==> config.mk <==
export PLATFORM = sky130hd
export DESIGN_NAME = uart_tx_arbiter
export DESIGN_NICKNAME = d
export VERILOG_FILES = /design/src/rtl/uart_tx_arbiter.sv
export SDC_FILE = /design/constraint.sdc
export NUM_CORES = 1
export LEC_CHECK = 0
export ABC_AREA = 0
export CORE_MARGIN = 5
export CORE_UTILIZATION = 39
export DETAILED_ROUTE_END_ITERATION = 6
export PLACE_DENSITY = 0.79
export SETUP_SLACK_MARGIN = 0.5
export SYNTH_ARGS = -nofsm -noshare
export SYNTH_HDL_FRONTEND = slang
export SYNTH_SLANG_ARGS = --single-unit
export TNS_END_PERCENT = 50
==> constraint.sdc <==
create_clock -name clk -period 2.16 [get_ports clk]
set_input_delay 0.216 -clock clk [delete_from_list [all_inputs] [get_ports clk]]
set_output_delay 0.216 -clock clk [all_outputs]
set_load 0.05 [all_outputs]
==> src/rtl/uart_tx_arbiter.sv <==
// Round-robin arbiter sharing one UART transmitter among NUM_REQ byte clients.
// Optional tx_done_tick watchdog enabled by defining UART_ARB_TIMEOUT_EN.
module uart_tx_arbiter #(
    parameter int NUM_REQ     = 4,
    parameter int DATA_W      = 8,
    parameter int TIMEOUT_CYC = 200000
) (
    input  logic                        clk,
    input  logic                        reset,
    input  logic [NUM_REQ-1:0]          req,
    input  logic [NUM_REQ*DATA_W-1:0]   req_data,
    output logic [NUM_REQ-1:0]          req_ack,
    output logic                        busy,
    output logic [$clog2(NUM_REQ)-1:0]  grant_id,
    output logic                        tx_start,
    output logic [DATA_W-1:0]           din,
    input  logic                        tx_done_tick,
    output logic                        err_tick
);
    localparam int ID_W = $clog2(NUM_REQ);

    typedef enum logic [1:0] {IDLE, START, WAIT, DONE} state_t;

    state_t                          state_q, state_d;
    logic [ID_W-1:0]                 grant_id_q, grant_id_d;
    logic [ID_W-1:0]                 last_grant_q, last_grant_d;
    logic [DATA_W-1:0]               din_q, din_d;
    logic [NUM_REQ-1:0]              req_ack_q, req_ack_d;
    logic                            tx_start_q, tx_start_d;
    logic                            busy_q, busy_d;
    logic                            err_tick_q, err_tick_d;
    logic [NUM_REQ-1:0][DATA_W-1:0]  data_arr;
    logic [ID_W:0]                   cand;
    logic [ID_W-1:0]                 winner;
    logic                            found;

    assign data_arr = req_data;

`ifdef UART_ARB_TIMEOUT_EN
    localparam int CNT_W = $clog2(TIMEOUT_CYC);
    logic [CNT_W-1:0] cnt_q, cnt_d;
`else
    logic unused_timeout;
    assign unused_timeout = (TIMEOUT_CYC > 0);
`endif

    // Scan last_grant+1, last_grant+2, ... (mod NUM_REQ); first hit wins.
    always_comb begin
        found  = 1'b0;
        winner = '0;
        cand   = '0;
        for (int k = 1; k <= NUM_REQ; k++) begin
            cand = {1'b0, last_grant_q} + (ID_W+1)'(k);
            if (cand >= (ID_W+1)'(NUM_REQ))
                cand = cand - (ID_W+1)'(NUM_REQ);
            if (!found && req[cand[ID_W-1:0]]) begin
                found  = 1'b1;
                winner = cand[ID_W-1:0];
            end
        end
    end

    always_comb begin
        state_d      = state_q;
        grant_id_d   = grant_id_q;
        last_grant_d = last_grant_q;
        din_d        = din_q;
        req_ack_d    = '0;
        tx_start_d   = 1'b0;
        err_tick_d   = 1'b0;
`ifdef UART_ARB_TIMEOUT_EN
        cnt_d        = cnt_q;
`endif
        case (state_q)
            IDLE: if (found) begin
                grant_id_d = winner;
                din_d      = data_arr[winner];
                tx_start_d = 1'b1;
                state_d    = START;
            end
            START: begin
                state_d = WAIT;
`ifdef UART_ARB_TIMEOUT_EN
                cnt_d   = '0;
`endif
            end
            WAIT: begin
                // Completion beats a simultaneous timeout.
                if (tx_done_tick) begin
                    req_ack_d[grant_id_q] = 1'b1;
                    state_d               = DONE;
                end
`ifdef UART_ARB_TIMEOUT_EN
                else if (cnt_q == CNT_W'(TIMEOUT_CYC-1)) begin
                    err_tick_d   = 1'b1;
                    last_grant_d = grant_id_q;
                    state_d      = IDLE;
                end else begin
                    cnt_d = cnt_q + 1'b1;
                end
`endif
            end
            DONE: begin
                last_grant_d = grant_id_q;
                state_d      = IDLE;
            end
            default: state_d = IDLE;
        endcase
        busy_d = (state_d != IDLE);
    end

    always_ff @(posedge clk or negedge reset) begin
        if (!reset) begin
            state_q      <= IDLE;
            grant_id_q   <= '0;
            last_grant_q <= ID_W'(NUM_REQ-1);
            din_q        <= '0;
            req_ack_q    <= '0;
            tx_start_q   <= 1'b0;
            busy_q       <= 1'b0;
            err_tick_q   <= 1'b0;
`ifdef UART_ARB_TIMEOUT_EN
            cnt_q        <= '0;
`endif
        end else begin
            state_q      <= state_d;
            grant_id_q   <= grant_id_d;
            last_grant_q <= last_grant_d;
            din_q        <= din_d;
            req_ack_q    <= req_ack_d;
            tx_start_q   <= tx_start_d;
            busy_q       <= busy_d;
            err_tick_q   <= err_tick_d;
`ifdef UART_ARB_TIMEOUT_EN
            cnt_q        <= cnt_d;
`endif
        end
    end

    assign req_ack  = req_ack_q;
    assign busy     = busy_q;
    assign grant_id = grant_id_q;
    assign tx_start = tx_start_q;
    assign din      = din_q;
    assign err_tick = err_tick_q;
endmodule

Word level (Yosys, flattened, before mapping)
Index checks and enable logic that the tools add are counted.

Bits in latches: 0. Output and inout port bits: 17. Flip-flop bits (word level): 20. Bits in read-only memories: 0. Memories: 0. RAM bits: 0. Logic and storage cells: 70.

Mux-type cells: 31. Bitwise logic cells: 0. $add $sub $neg: 8. Multipliers: 0. Divide/modulo/power cells: 0. Reduce and logical (&&, ||, !) cells: 10. Shifts and indexed selects: 0. Eq/ne operators: 3. Order comparisons: 11.

Operators with widths (count): $mux W2 (10); $lt A2 B3 Y1 const B (6); $bmux W8 S2 (1); $ge A3 B3 Y1 const B (4); $mux W1 (11); $bmux W1 S2 (4); $mux W4 (2); $mux W8 (1); $pmux W2 S4 (1); $sub A2 B1 Y2 const B (4); $add A2 B2 Y3 const B (2); $eq A2 B2 Y1 const B (2); $logic_and A1 B1 Y1 (4); $add A2 B1 Y3 const B (1); $add A2 B3 Y3 const B (1); $logic_not A1 Y1 (3); $demux W1 S2 (1); $eq A2 B1 Y1 const B (1); $ge A2 B1 Y1 const B (1); $logic_not A2 Y1 (1); $reduce_and A2 Y1 (1); $reduce_bool A2 Y1 (1).

Longest topological paths before layout
Gate-level depths: netlist of the first run.

Depth after elaboration: 18. Gate-level depth with buffers: 7.

Least setup slack after synthesis of the first run
Ideal clock, no wire load.

Kind: register to register. Start: register last_grant_q[1]. End: register din_q[0], in the netlist din[0]. Path buffers: 2. Setup time: 138 ps. Arrival: 1581 ps. Data required time: 2022 ps. Period minus slack after synthesis: 1719 ps. Cell stages (with the launch flop): 8. Path slack: 441 ps. Cell sequence: dfstp_2 buf_6 nand2b_1 a21oi_2 o221ai_4 buf_12 mux2i_1 o221ai_1.

Longest elaborated chain between the ends: 17.

RTL lines: start: declaration (line 26) `logic [ID_W-1:0] last_grant_q, last_grant_d;`; start signal: assignment (line 116) `last_grant_q <= ID_W'(NUM_REQ-1);`; start signal: assignment (line 128) `last_grant_q <= last_grant_d;`; $add A2 B1 Y3 (line 53) `cand = {1'b0, last_grant_q} + (ID_W+1)'(k);`; $ge A3 B3 Y1 / $sub A2 B1 Y2 (equally long branches) (line 54, 55); $mux W2 (line 54) `if (cand >= (ID_W+1)'(NUM_REQ))`; $bmux W1 S2 (line 56) `if (!found && req[cand[ID_W-1:0]]) begin`; $mux W1 (implied by the code) (line 56); $mux W1 (line 56); $logic_not A1 Y1 (line 56); $logic_and A1 B1 Y1 (line 56); $mux W1 (line 56); $logic_not A1 Y1 (line 56); $logic_and A1 B1 Y1 (line 56); $mux W1 (line 56); $logic_not A1 Y1 (line 56); $logic_and A1 B1 Y1 (line 56); $mux W2 (line 56); $bmux W8 S2 (line 77) `din_d = data_arr[winner];`; $mux W8 (implied by the code) (line 77); end signal: assignment (line 129) `din_q <= din_d;`; end: declaration (line 27) `logic [DATA_W-1:0] din_q, din_d;`.

Parallel ways exist; a longest one is shown, timed or not. The select of a mux whose other input is x is not followed. A chain may end at the register's enable or synchronous reset.

Final worst setup path of the first run
Start: register last_grant_q[1]. End: register din_q[3], in the netlist din[3].

Same word-level chain as after synthesis.

==> metrics.yaml, run 1 <==
outcome: "finished, final reports clean"
drc: 0
crit_path_start_kind: "flip-flop"
setup_viol: 0
crit_family: "flip-flops"
die_w_um: 62.41
cts-root-buf: "clkbuf_4"
synth.avg_cell_area_um2: 11.27
synthTopCellsByArea: "dfrtp_1, mux2i_1, o221ai_1"
diodes: 0
route.vias.total: 967
cp_data_required_time_ps: 2330
gp_congestion: 0.7270
clk_pin_slew_worst_paths_ps: 100
grt_pass1_vias: 1035
syn_to_final_growth_pct: 57.94
vias_per_cell: 5.255
relSlewSlack_pct: 64.30
ant_nets: 0
cts_tree: "yes"
grt_antenna_before_repair: 0
grt_first_pass_wirelength_um: 4740
synth_area_um2: 1071
postCtsHoldBufs: 0
io_pins: 56
fp-row-count: 19
drt_iter0_markers: 19
first_pass_iters: 4
min_path_type: "input pin to async pin"
synth_common_cells: "dfrtp_1, mux2i_1, nand2_1, o221ai_1"
crit_path_cell_trace: "nand2b_4 -> a21oi_2 -> o221ai_4 -> buf_12 -> mux2i_1 -> o221ai_1"
met2_usage_pct: 28.24
synth_most_common_cell: "dfrtp_1"
synth_edf_count: 0
period_needed_ps: 1706
clock_latency_ps: 290
cts_buffers: 3
grt.met1_usage_pct: 16.08
syn-num-nets: 134
critPathKind: "flip-flop to flip-flop"
clk_path_buf_depth: 2
fp.dieH_um: 62.41
synth_cell_type_count: 32
maxCapViolCount: 0
rsz0062_at_grt: "true"
period_share_pct: 78.98
fin_hold_ws_ps: 241.9
grt_busiest_layer: "met2"
drive_above_1_share_pct: 12.42
clock_sinks: 20
fin_worst_skew_ps: 2.830
path_max_fanout: 16
start_util_pct: 39.87
ys_seq_elements: 20
peakVddDrop_mv: 0.9216
maxSlewViolCount: 0
powerDensity_nw_per_um2: 1329
synth_warnings: 0
slowest_delay_ps: 600
fin_util_pct: 62.97
tns_ps: 0
synth_area_leader_cell: "dfrtp_1"
yosysSeqAreaShare_pct: 46.96
place_inst: 178
path_buf_inv: 1
post_drt_wl_per_cell_um: 15.82
grtUsageTotal_pct: 15.04
end_kind: "flip-flop"
portBuffers: 54
crit_slowest_cell: "dfstp_2"
nets: 193
worstMarginPinSlew_ps: 533.9
htreeDepth: 1
hold_viol: 0
fmax_mhz: 586.2
syn-instance-count: 95
crit_arrival_ps: 1870
p_leak_nw: 0.7703
core_region_area_um2: 2686
grt_util_met3_pct: 5.036
dieArea_um2: 3894
grt_max_degree: 21
finalNonFillerCells: 184
synth_top_cell_area_share_pct: 42.06
dp_hpwl_um: 2356
overflow: 0
yosys_most_used_dff: "dfrtp_1"
routed_wl_um: 2910
ys_async_sr_fraction_pct: 100.0
-- layer usage --
| metal | vias to the layer above | share of wire, % |
|---|---|---|
| met4 | 0 | 0.65 |
| met5 | - | 0 |
| met3 | 2 | 5.7 |
| li1 | 469 | - |
| met2 | 35 | 55 |
| met1 | 461 | 38 |
-- final timing paths --
kind	startpoint	endpoint	slack, ps	cells after the start
setup / recovery	last_grant_q[1]	din[3]	450	6
hold / removal	reset	din[2]	240	2
setup reg to reg	last_grant_q[1]	din[3]	450	6
hold reg to reg	din[4]	din[4]	500	2
max in group asynchronous	reset	last_grant_q[0]	1650	2
min in group clk	din[4]	din[4]	500	2
-- stage by stage --
stage	setup slack [ps]	power, mW	cell area, µm²
after CTS	430.9	2.255	1675
after detailed placement	128.8	2.074	1644
final	454.1	2.248	1692
after global routing	393.0	2.390	1692
after global placement	219.3	2.037	1644
after floorplan	445.5	1.649	1079
-- cells in the final DEF (no fill, tap or decap), types with 2 or more instances in the layout --
master           netlist  routed
dfstp_2                2       2
buf_4                  1       4
dlygate4sd2_1          0       4
dlymetal6s2s_1         0       2
nor2_1                 2       2
nand2_1               16      16
clkdlybuf4s50_1        0      48
nor3b_1                2       2
dfrtp_1               18      18
clkbuf_4               0       3
mux2i_1               17      16
o221ai_1               8       8
a31oi_1                2       2
mux2_2                 2       2
-- cells by family (layout without fill, tap and decap cells) --
logic type             after synthesis  after routing  synth area share [%]
AO/OA/AOI/OAI                       16             16                 13.79
XOR/XNOR                             1              1                0.8179
buffers and inverters                7             65                 5.257
flip-flops                          20             20                 46.96
multiplexers                        19             19                 17.99
other                                1              1                0.3501
AND/OR/NAND/NOR                     31             31                 14.84
-- state kept, by name (all words and copies together) (netlist names) --
register / cells
din: 8
grant_id: 2
state_q: 2
req_ack: 4
last_grant_q: 2
busy: 1
tx_start: 1
-- cell type report --
class	instances	area, µm²
clock buffers	4	26.28
fillers	231	994.7
inverters	2	7.507
multi-input cells	68	525.5
flip-flops and latches	20	503.0
well taps	31	38.79
repair buffers	59	590.6
-- power by group --
group	leakage, nW	internal, mW	switching (mW)
combinational	0.510	0.567	0.823
clock	0.0150	0.0719	0.106
sequential	0.246	0.550	0.130
total	0.770	1.19	1.06
-- what timing repair did --
item | in CTS | in global routing
gates resized for setup | 5 | 3
endpoints found under the setup margin | 23 | 20
hold endpoints to repair | 0 | 0
setup buffers | 1 | 1
No activity file was read; power rests on OpenSTA's default activity.
==> run 2: changes to the inputs <==
--- a/config.mk
+++ b/config.mk
@@ -7,9 +7,9 @@
 export LEC_CHECK = 0
 export ABC_AREA = 0
 export CORE_MARGIN = 5
-export CORE_UTILIZATION = 39
+export CORE_UTILIZATION = 35
 export DETAILED_ROUTE_END_ITERATION = 6
-export PLACE_DENSITY = 0.79
+export PLACE_DENSITY = 0.75
 export SETUP_SLACK_MARGIN = 0.5
 export SYNTH_ARGS = -nofsm -noshare
 export SYNTH_HDL_FRONTEND = slang
==> constraint.sdc (replaced) <==
create_clock -name clk -period 1.37 [get_ports clk]
set_input_delay 0.137 -clock clk [delete_from_list [all_inputs] [get_ports clk]]
set_output_delay 0.137 -clock clk [all_outputs]
set_load 0.05 [all_outputs]
==> metrics.yaml, run 2 (synthesis gave the netlist of run 1 again) <==
placed_cell_area_um2: 1839  # +12%
p_leak_nw: 0.9610  # +25%
core_region_area_um2: 3003  # +12%
outcome: "finished, violations left"
maxCapViolCount: 0  # unchanged
largest_reg_flops: 8  # unchanged
layout_setup_ws_ps: -334.1  # -788.2 ps
route.vias.total: 1092  # +13%
period_needed_ps: 1704  # -1.782 ps
cp_data_required_time_ps: 1550  # -780 ps
htreeDepth: 1  # unchanged
finalNonFillerCells: 204  # +11%
io_pins: 56  # unchanged
peakVddDrop_mv: 1.355  # +47%
critPathKind: "flip-flop to flip-flop"
gp_congestion: 0.9510  # +31%
die_w_um: 65.32  # +4.7%
clk_path_buf_depth: 2  # unchanged
path_max_fanout: 16  # unchanged
fin_worst_skew_ps: 4.385  # +1.556 ps
setup_viol: 9  # +9
rsz0062_at_grt: "true"
post_drt_wl_per_cell_um: 17.42  # +10%
cts_buffers: 3  # unchanged
grt_first_pass_wirelength_um: 5616  # +18%
maxSlewViolCount: 0  # unchanged
violations: "setup timing"
fin_hold_ws_ps: 155.1  # -86.76 ps
grtUsageTotal_pct: 17.02  # +2.0 points
dieArea_um2: 4266  # +9.5%
cts_tree: "yes"
grt_pass1_vias: 1177  # +14%
slowest_delay_ps: 620  # +20 ps
nets: 211  # +9.3%
syn_to_final_growth_pct: 97.31
clk_pin_slew_worst_paths_ps: 120  # +20 ps
crit_slowest_cell: "dfstp_2"
fp.dieH_um: 65.32  # +4.7%
crit_path_cell_trace: "nand2b_4 -> a21oi_4 -> o221ai_4 -> buf_12 -> mux2i_1 -> o221ai_1"
overflow: 0  # unchanged
grt_max_degree: 21  # unchanged
final_cell_mix: "clkdlybuf4s50_1, dfrtp_1, mux2i_1, buf_12, buf_4"
fillers: 214  # -7.4%
vias_per_cell: 5.353  # +1.9%
hold_viol: 0  # unchanged
period_share_pct: 124.4  # +45 points
multi_input_area_um2: 636.9  # +21%
crit_path_start_kind: "flip-flop"
ant_nets: 0  # unchanged
portBuffers: 54  # unchanged
min_path_type: "input pin to async pin"
diodes: 0  # unchanged
final_common_cell: "clkdlybuf4s50_1"
fp-row-count: 20  # +1
drt_iter0_markers: 27  # +8
crit_arrival_ps: 1880  # about the same
drive_above_1_share_pct: 42.11  # +30 points
first_pass_iters: 4  # unchanged
dp_hpwl_um: 2514  # +6.7%
seq_area_um2: 504.2  # +0.25%
cts-root-buf: "clkbuf_4"
start_util_pct: 35.67  # -4.2 points
final_area_um2: 2113  # +25%
routed_wl_um: 3554  # +22%
place_inst: 191  # +7.3%
clock_latency_ps: 300  # about the same
end_kind: "flip-flop"
grt_antenna_before_repair: 0  # unchanged
clock_sinks: 20  # unchanged
powerDensity_nw_per_um2: 2363  # +78%
fmax_mhz: 586.8  # +0.10%
drc: 0  # unchanged
## run 2: changes by cell type in the layout (fill, tap and decap cells not counted), moves of 3 or more
cell	change
buf_12	+12
buf_4	+9
buf_6	+12
clkdlybuf4s50_1	-14
nand2_1	-4
nand2_2	+3
## run 2: metal layers
| metal | GRT usage [%] | share of wire [%] | routed length, µm | vias to the layer above |
|---|---|---|---|---|
| met1 | 20.58 | 40 | 1438 | 540 |
| met4 | 7.513 | 1.8 | 63 | 0 |
| met2 | 30.21 | 54 | 1921 | 41 |
| li1 | - | - | - | 503 |
| met3 | 1.880 | 3.7 | 131 | 8 |
| met5 | 0 | 0 | 0 | - |
## run 2: through the flow
step                      setup WS (ps)  power (mW)  utilization [%]  setup TNS, ps
after floorplan                  -344.5       2.615                -          -2756
after global placement           -396.4       3.833            61.25          -3821
after detailed placement         -503.6       3.908            61.25          -4788
after CTS                        -346.2       4.807            68.42          -2651
after global routing             -418.5       5.217            70.38          -3302
final                            -334.1       4.993            70.38          -2697
## run 2: repair_timing
item	4_1_cts	5_1_grt
pin swaps	13	8
buffers inserted	6	2
endpoints found under the setup margin	35	36
gates cloned	1	0
hold endpoints to repair	0	0
hold buffers	0	0
gates resized for setup	34	10
## run 2: worst max-delay path, delay by kind of cell, from the launching register on
| kind | cells | cell delay [ps] |
|---|---|---|
| flip-flops | 1 | 620 |
| AO/OA/AOI/OAI | 3 | 400 |
| multiplexers | 1 | 210 |
| buffers and inverters | 1 | 190 |
| AND/OR/NAND/NOR | 1 | 150 |
## run 2: report_power, final
group	total (mW)	leakage, nW	switching [mW]	internal [mW]
clock network	0.489	0.0279	0.194	0.296
logic	3.34	0.688	1.61	1.73
registers	1.16	0.245	0.292	0.870
total	4.99	0.961	2.09	2.90
## run 2: final cells by class
cell class	instances	share of cell area [%]
well taps	33	1.954
inverters	2	0.4737
clock inverters	1	1.421
clock buffers	3	1.066
flip-flops and latches	20	23.86
multi-input cells	69	30.14
repair buffers	76	41.09
## run 2: worst paths after layout
check	startpoint	end	slack (ps)	cells past startpoint
setup / recovery	last_grant_q[1]	din[0]	-330	6
hold / removal	reset	req_ack[0]	160	2
setup reg to reg	last_grant_q[1]	din[0]	-330	6
hold reg to reg	din[4]	din[4]	570	2
max in group asynchronous	reset	last_grant_q[1]	950	2
min in group clk	req[1]	grant_id[0]	480	3
